$ cat src/rtl/rr_bus_scheduler.sv
// Burst-limited round-robin scheduler for a shared slave bus: one registered one-hot
// grant at a time, held until ack/withdraw/watchdog, with a one-cycle bus turnaround.
module rr_bus_scheduler #(
  parameter int HOSTS     = 4,
  parameter int MAX_BURST = 4,
  parameter int TIMEOUT   = 16
) (
  input  logic                     clk,
  input  logic                     reset_n,
  input  logic [HOSTS-1:0]         req,
  input  logic [HOSTS-1:0]         host_en,
  input  logic                     ack_bus,
  output logic [HOSTS-1:0]         grant,
  output logic [$clog2(HOSTS)-1:0] grant_id,
  output logic                     bus_busy,
  output logic                     timeout_err,
  output logic [$clog2(HOSTS)-1:0] err_host
);

  localparam int IDW = $clog2(HOSTS);
  localparam int BW  = $clog2(MAX_BURST + 1);
  localparam int TW  = $clog2(TIMEOUT);

  localparam logic [1:0] ST_IDLE     = 2'd0;
  localparam logic [1:0] ST_WAIT_ACK = 2'd1;
  localparam logic [1:0] ST_RELEASE  = 2'd2;

  localparam logic [BW-1:0]  BURST_LAST = BW'(MAX_BURST - 1);
  localparam logic [BW-1:0]  BURST_MAX  = BW'(MAX_BURST);
  localparam logic [TW-1:0]  TIMER_LAST = TW'(TIMEOUT - 1);
  localparam logic [IDW-1:0] ID_LAST    = IDW'(HOSTS - 1);

  logic [1:0]       r_state;
  logic [IDW-1:0]   r_rrPtr;
  logic [BW-1:0]    r_burstCnt;
  logic [TW-1:0]    r_timer;
  logic [HOSTS-1:0] r_grant;
  logic [IDW-1:0]   r_grantId;
  logic             r_busBusy;
  logic             r_timeoutErr;
  logic [IDW-1:0]   r_errHost;

  logic [HOSTS-1:0] w_elig;
  logic             w_found;
  logic [IDW-1:0]   w_pick;
  logic [HOSTS-1:0] w_pickOneHot;
  logic             w_otherElig;
  logic             w_keep;
  logic [IDW-1:0]   w_nextPtr;
  logic [BW-1:0]    w_burstInc;

  assign w_elig = req & host_en;

  // Walk from the highest offset down so the host closest to r_rrPtr wins.
  always_comb begin
    w_found = 1'b0;
    w_pick  = '0;
    for (int k = HOSTS - 1; k >= 0; k--) begin
      if (w_elig[IDW'((int'(r_rrPtr) + k) % HOSTS)]) begin
        w_found = 1'b1;
        w_pick  = IDW'((int'(r_rrPtr) + k) % HOSTS);
      end
    end
  end

  assign w_pickOneHot = {{(HOSTS-1){1'b0}}, 1'b1} << w_pick;
  assign w_otherElig  = |(w_elig & ~r_grant);
  assign w_nextPtr    = (r_grantId == ID_LAST) ? '0 : r_grantId + IDW'(1);
  assign w_burstInc   = (r_burstCnt == BURST_MAX) ? r_burstCnt : r_burstCnt + BW'(1);

  // The burst cap only bites when somebody else is actually waiting.
  assign w_keep = req[r_grantId] & host_en[r_grantId] &
                  ((r_burstCnt < BURST_LAST) | ~w_otherElig);

  always_ff @(posedge clk or negedge reset_n) begin
    if (!reset_n) begin
      r_state      <= ST_IDLE;
      r_rrPtr      <= '0;
      r_burstCnt   <= '0;
      r_timer      <= '0;
      r_grant      <= '0;
      r_grantId    <= '0;
      r_busBusy    <= 1'b0;
      r_timeoutErr <= 1'b0;
      r_errHost    <= '0;
    end else begin
      r_timeoutErr <= 1'b0;
      case (r_state)
        ST_IDLE: begin
          if (w_found) begin
            r_grant    <= w_pickOneHot;
            r_grantId  <= w_pick;
            r_busBusy  <= 1'b1;
            r_timer    <= '0;
            r_burstCnt <= '0;
            r_state    <= ST_WAIT_ACK;
          end
        end
        ST_WAIT_ACK: begin
          if (ack_bus) begin
            r_burstCnt <= w_burstInc;
            r_timer    <= '0;
            if (!w_keep) begin
              r_grant   <= '0;
              r_busBusy <= 1'b0;
              r_state   <= ST_RELEASE;
            end
          end else if (!req[r_grantId]) begin
            r_grant   <= '0;
            r_busBusy <= 1'b0;
            r_state   <= ST_RELEASE;
          end else if (r_timer == TIMER_LAST) begin
            r_timeoutErr <= 1'b1;
            r_errHost    <= r_grantId;
            r_grant      <= '0;
            r_busBusy    <= 1'b0;
            r_state      <= ST_RELEASE;
          end else begin
            r_timer <= r_timer + TW'(1);
          end
        end
        ST_RELEASE: begin
          r_rrPtr <= w_nextPtr;
          r_state <= ST_IDLE;
        end
        default: r_state <= ST_IDLE;
      endcase
    end
  end

  assign grant       = r_grant;
  assign grant_id    = r_grantId;
  assign bus_busy    = r_busBusy;
  assign timeout_err = r_timeoutErr;
  assign err_host    = r_errHost;

endmodule

$ cat config.mk
export PLATFORM = sky130hd
export DESIGN_NAME = rr_bus_scheduler
export DESIGN_NICKNAME = d
export VERILOG_FILES = /design/src/rtl/rr_bus_scheduler.sv
export SDC_FILE = /design/constraint.sdc
export NUM_CORES = 1
export LEC_CHECK = 0
export ABC_AREA = 1
export CELL_PAD_IN_SITES_DETAIL_PLACEMENT = 2
export CELL_PAD_IN_SITES_GLOBAL_PLACEMENT = 2
export CORE_MARGIN = 2
export CORE_UTILIZATION = 30
export CTS_BUF_LIST = sky130_fd_sc_hd__clkbuf_8 sky130_fd_sc_hd__clkbuf_16
export CTS_CLUSTER_DIAMETER = 60
export DETAILED_ROUTE_END_ITERATION = 8
export MAX_ROUTING_LAYER = met4
export PLACE_DENSITY = 0.89
export SLEW_MARGIN = 20
export SYNTH_ARGS = -nofsm -noshare
export SYNTH_HDL_FRONTEND = slang
export SYNTH_SLANG_ARGS = --single-unit
export TNS_END_PERCENT = 50
$ cat constraint.sdc
create_clock -name clk -period 1.65 [get_ports clk]
set_clock_uncertainty 0.15 [all_clocks]
set_input_delay 0.33 -clock clk [delete_from_list [all_inputs] [get_ports clk]]
set_output_delay 0.33 -clock clk [all_outputs]
set_load 0.1 [all_outputs]
==> run_results.csv <==
group,metric,value,unit
power,p_clk_share,7.6,%
timing,finalWorstSetupSlack,-0.177,ns
routing,drt-pass1-iter-count,4,
cts,clockBufferDepth,2,
global_route,antenna_found_initial,0,
yosys,synth_top_area_cell,"dfrtp_1",
power,p_per_area,2090,nW/um^2
critical_path,r2r-end,"r_timer[2]",
global_route,grt_pass1_vias,1710,
floorplanning,rows,24,
cts,insertion_delay,0.26,ns
cts,htreeDepth,1,
placement,gp_congestion,0.822,
cts,cts_root_buffer,"clkbuf_8",
yosys,netlist_instances,200,
timing,fin_crit,1.83,ns
cts,post_cts_buffers,0,
global_route,overflow,0,
routing,wirelength,6090,um
finish,fill_cells,483,
power,power,4.44,mW
power,power_leakage,1.06,nW
finish,n_antenna_cell,0,
yosys,synth_nets,215,
critical_path,end_kind,"register",
power,p_seq_share,22.0,%
critical_path,regToRegSetupSlack,-0.18,ns
routing,route.vias.total,1540,
timing,finalHoldViolations,0,
flow_run,drv_cap,0,
finish,final_cells,289,
cts,cts_buffers,3,
power,p_switching,2.54,mW
critical_path,cp_cell_sequence,"inv_2 > nand2_1 > nand3_1 > nand2_1 > inv_1 > nand2_1 > nand2_2 > nand2_4 > nand2_2 > nand2_1",
placement,dp.cells,285,
global_route,grt_max_degree,22,
timing,fmax,0.547,GHz
yosys,synth_edf_count,0,
finish,layout_common_cells,"nand2_1 (47), nand2_2 (23), inv_1 (17)",
finish,num-nets-final,253,
critical_path,slowest_delay,0.55,ns
power,pwr-share-comb,70.3,%
finish,final_common_cell,"nand2_1",
timing,tightest_slew,0.398,ns
floorplanning,ios,21,
floorplanning,initial_utilization,31.9,%
power,p_int,1.90,mW
critical_path,crit_path_max_fanout,9,
yosys,synth_top_area_share,37.1,%
routing,wire_per_inst,21.1,um
yosys,synth_cell_types,23,
placement,dpl.hpwl,4060,um
routing,dr.first_iter.drc_count,94,
timing,slew_headroom,73.2,%
timing,slew_violations,0,
global_route,grt_pass1_wl,9090,um
power,sw_frac_of_total,57.2,%
floorplanning,dieArea,5290,sq um
yosys,async_reset_ff_share,100,%
min_path,hp-class,"input pin to async pin",
outcome,violations,"negative setup slack",
yosys,yosysWarnings,0,
critical_path,path_buf_inv,2,
yosys,ys_ff_latch,21,
cts,cts_tree,"built",
finish,layout-drive-gt1-share,42.2,%
cts,cts_sinks,21,
routing,routed_via_density,5.33,
outcome,status,"finished, violations left",
yosys,avgSynthCellArea,7.08,sq um
critical_path,cpMostUsedCell,"nand2_1",
finish,syn2layout_area_growth,50.2,%
yosys,netlist_area,1420,sq um
floorplanning,die_w,72.7,um
critical_path,cp_slowest_cell,"dfrtp_4",
routing,ant_nets,0,
power,ir_drop,0.00115,V
timing,min_period_over_period,111,%
floorplanning,core_area,4440,sq um
placement,io_buffers,20,
critical_path,critical_path.top_delay_family,"simple AND/OR/NAND/NOR gates",
yosys,synth_area_leaders,"dfrtp_1 (37%), nand2_1 (19%), nand3_1 (6.4%)",
floorplanning,die_h,72.7,um
critical_path,worstReg2RegStart,"grant_id[0]",
critical_path,required,1.66,ns
yosys,ys_seq_area_share,37.1,%
timing,grt_setup_unrepaired,"true",
critical_path,worstSetupPathType,"register to register",
critical_path,worstSetupPathDepth,10,
critical_path,setup.worst_path.start_class,"register",
timing,setup_viol,15,
critical_path,critPathArrivalTime,1.83,ns
routing,drc,0,
critical_path,reg2reg_depth,10,
cts,cts.clk_slew.worst_paths,0.08,ns
yosys,ys.flop_type,"dfrtp_1",
global_route,track_usage,23.2,%
[cell usage after synthesis, types with 3 or more instances]
master and n:
o21ai_2 3, o21ai_0 5, nand2_2 10, inv_1 21, dfrtp_1 21, nand2_1 72
inv_2 3, nand2_4 4, o21ai_1 3, nor2_1 17, nand4_1 5, ha_1 4
nand3_1 18
[cells by family after synthesis]
logic type               synth area share [%]
flip-flops                               37.1
adder cells (fa/ha/maj)                  3.53
buffers and inverters                    7.95
XOR/XNOR                                0.618
AO/OA/AOI/OAI                            6.01
AND/OR/NAND/NOR                          44.8
[worst reg2reg max path: stages (launching register included)]
cell,delay [ns]
dfrtp_4,0.55
inv_2,0.12
nand2_1,0.07
nand3_1,0.07
nand2_1,0.12
inv_1,0.16
nand2_1,0.12
nand2_2,0.14
nand2_4,0.09
nand2_2,0.06
nand2_1,0.06
[area by class of cell]
class                   instances  area (sq um)  share of cell area (%)
multi-input cells             153           977                    45.9
flip-flops and latches         21           541                    25.4
clock inverters                 1          3.75                   0.176
well taps                      52          65.1                    3.06
clock buffers                   3          41.3                    1.94
inverters                      25           104                    4.88
repair buffers                 34           395                    18.6
[through the flow]
step                TNS, ns  cell area, sq um  hold slack [ns]  setup slack [ns]  utilization (%)
detailed placement    -9.02              1890            0.370            -0.596             42.5
global placement      -6.93              1890            0.331            -0.448             42.5
finish                -2.13              2130            0.255            -0.177             47.9
CTS                   -1.33              2030            0.268            -0.121             45.6
floorplan                 0              1430           -0.116            0.0287                -
global route          -3.76              2130            0.268            -0.285             47.9
[registers in the layout (all words and copies together) (netlist names)]
name and count:
bus_busy 1, err_host 2, grant 4, grant_id 2, r_burstCnt 3, r_rrPtr 2, r_state 2, r_timer 4
timeout_err 1
[layer usage]
metal  GRT usage, %  vias up  part of all wire [%]
li1               -      711                     -
met1           28.0      779                    44
met2           41.4       39                    51
met3           3.45       11                   3.5
met4           4.12        0                   2.1
met5              -        -                     0
[power groups by stage]
stage / sequential, mW / clock, mW / combinational [mW]
3_3_place_gp: 0.922 / 0 / 2.46
6_report: 0.978 / 0.339 / 3.12
2_1_floorplan: 1.25 / 0 / 1.30
3_5_place_dp: 0.932 / 0 / 2.64
5_1_grt: 0.996 / 0.366 / 3.35
4_1_cts: 0.948 / 0.350 / 2.87
[repair_timing]
item,in CTS,in global routing
pin swaps,6,3
resized for setup,40,26
hold buffers,0,0
setup endpoints to repair,17,18
[worst max path at each step]
stage / start / endpoint / slack, ns
6_report: grant_id[0] / r_timer[2] / -0.18
5_1_grt: grant_id[0] / r_timer[2] / -0.29
4_1_cts: r_rrPtr[0] / grant[3] / -0.12
3_5_place_dp: req[1] / grant[0] / -0.60
3_3_place_gp: req[1] / grant[0] / -0.45
2_1_floorplan: grant_id[1] / bus_busy / 0.03
Power figures use the tool's default switching activity.
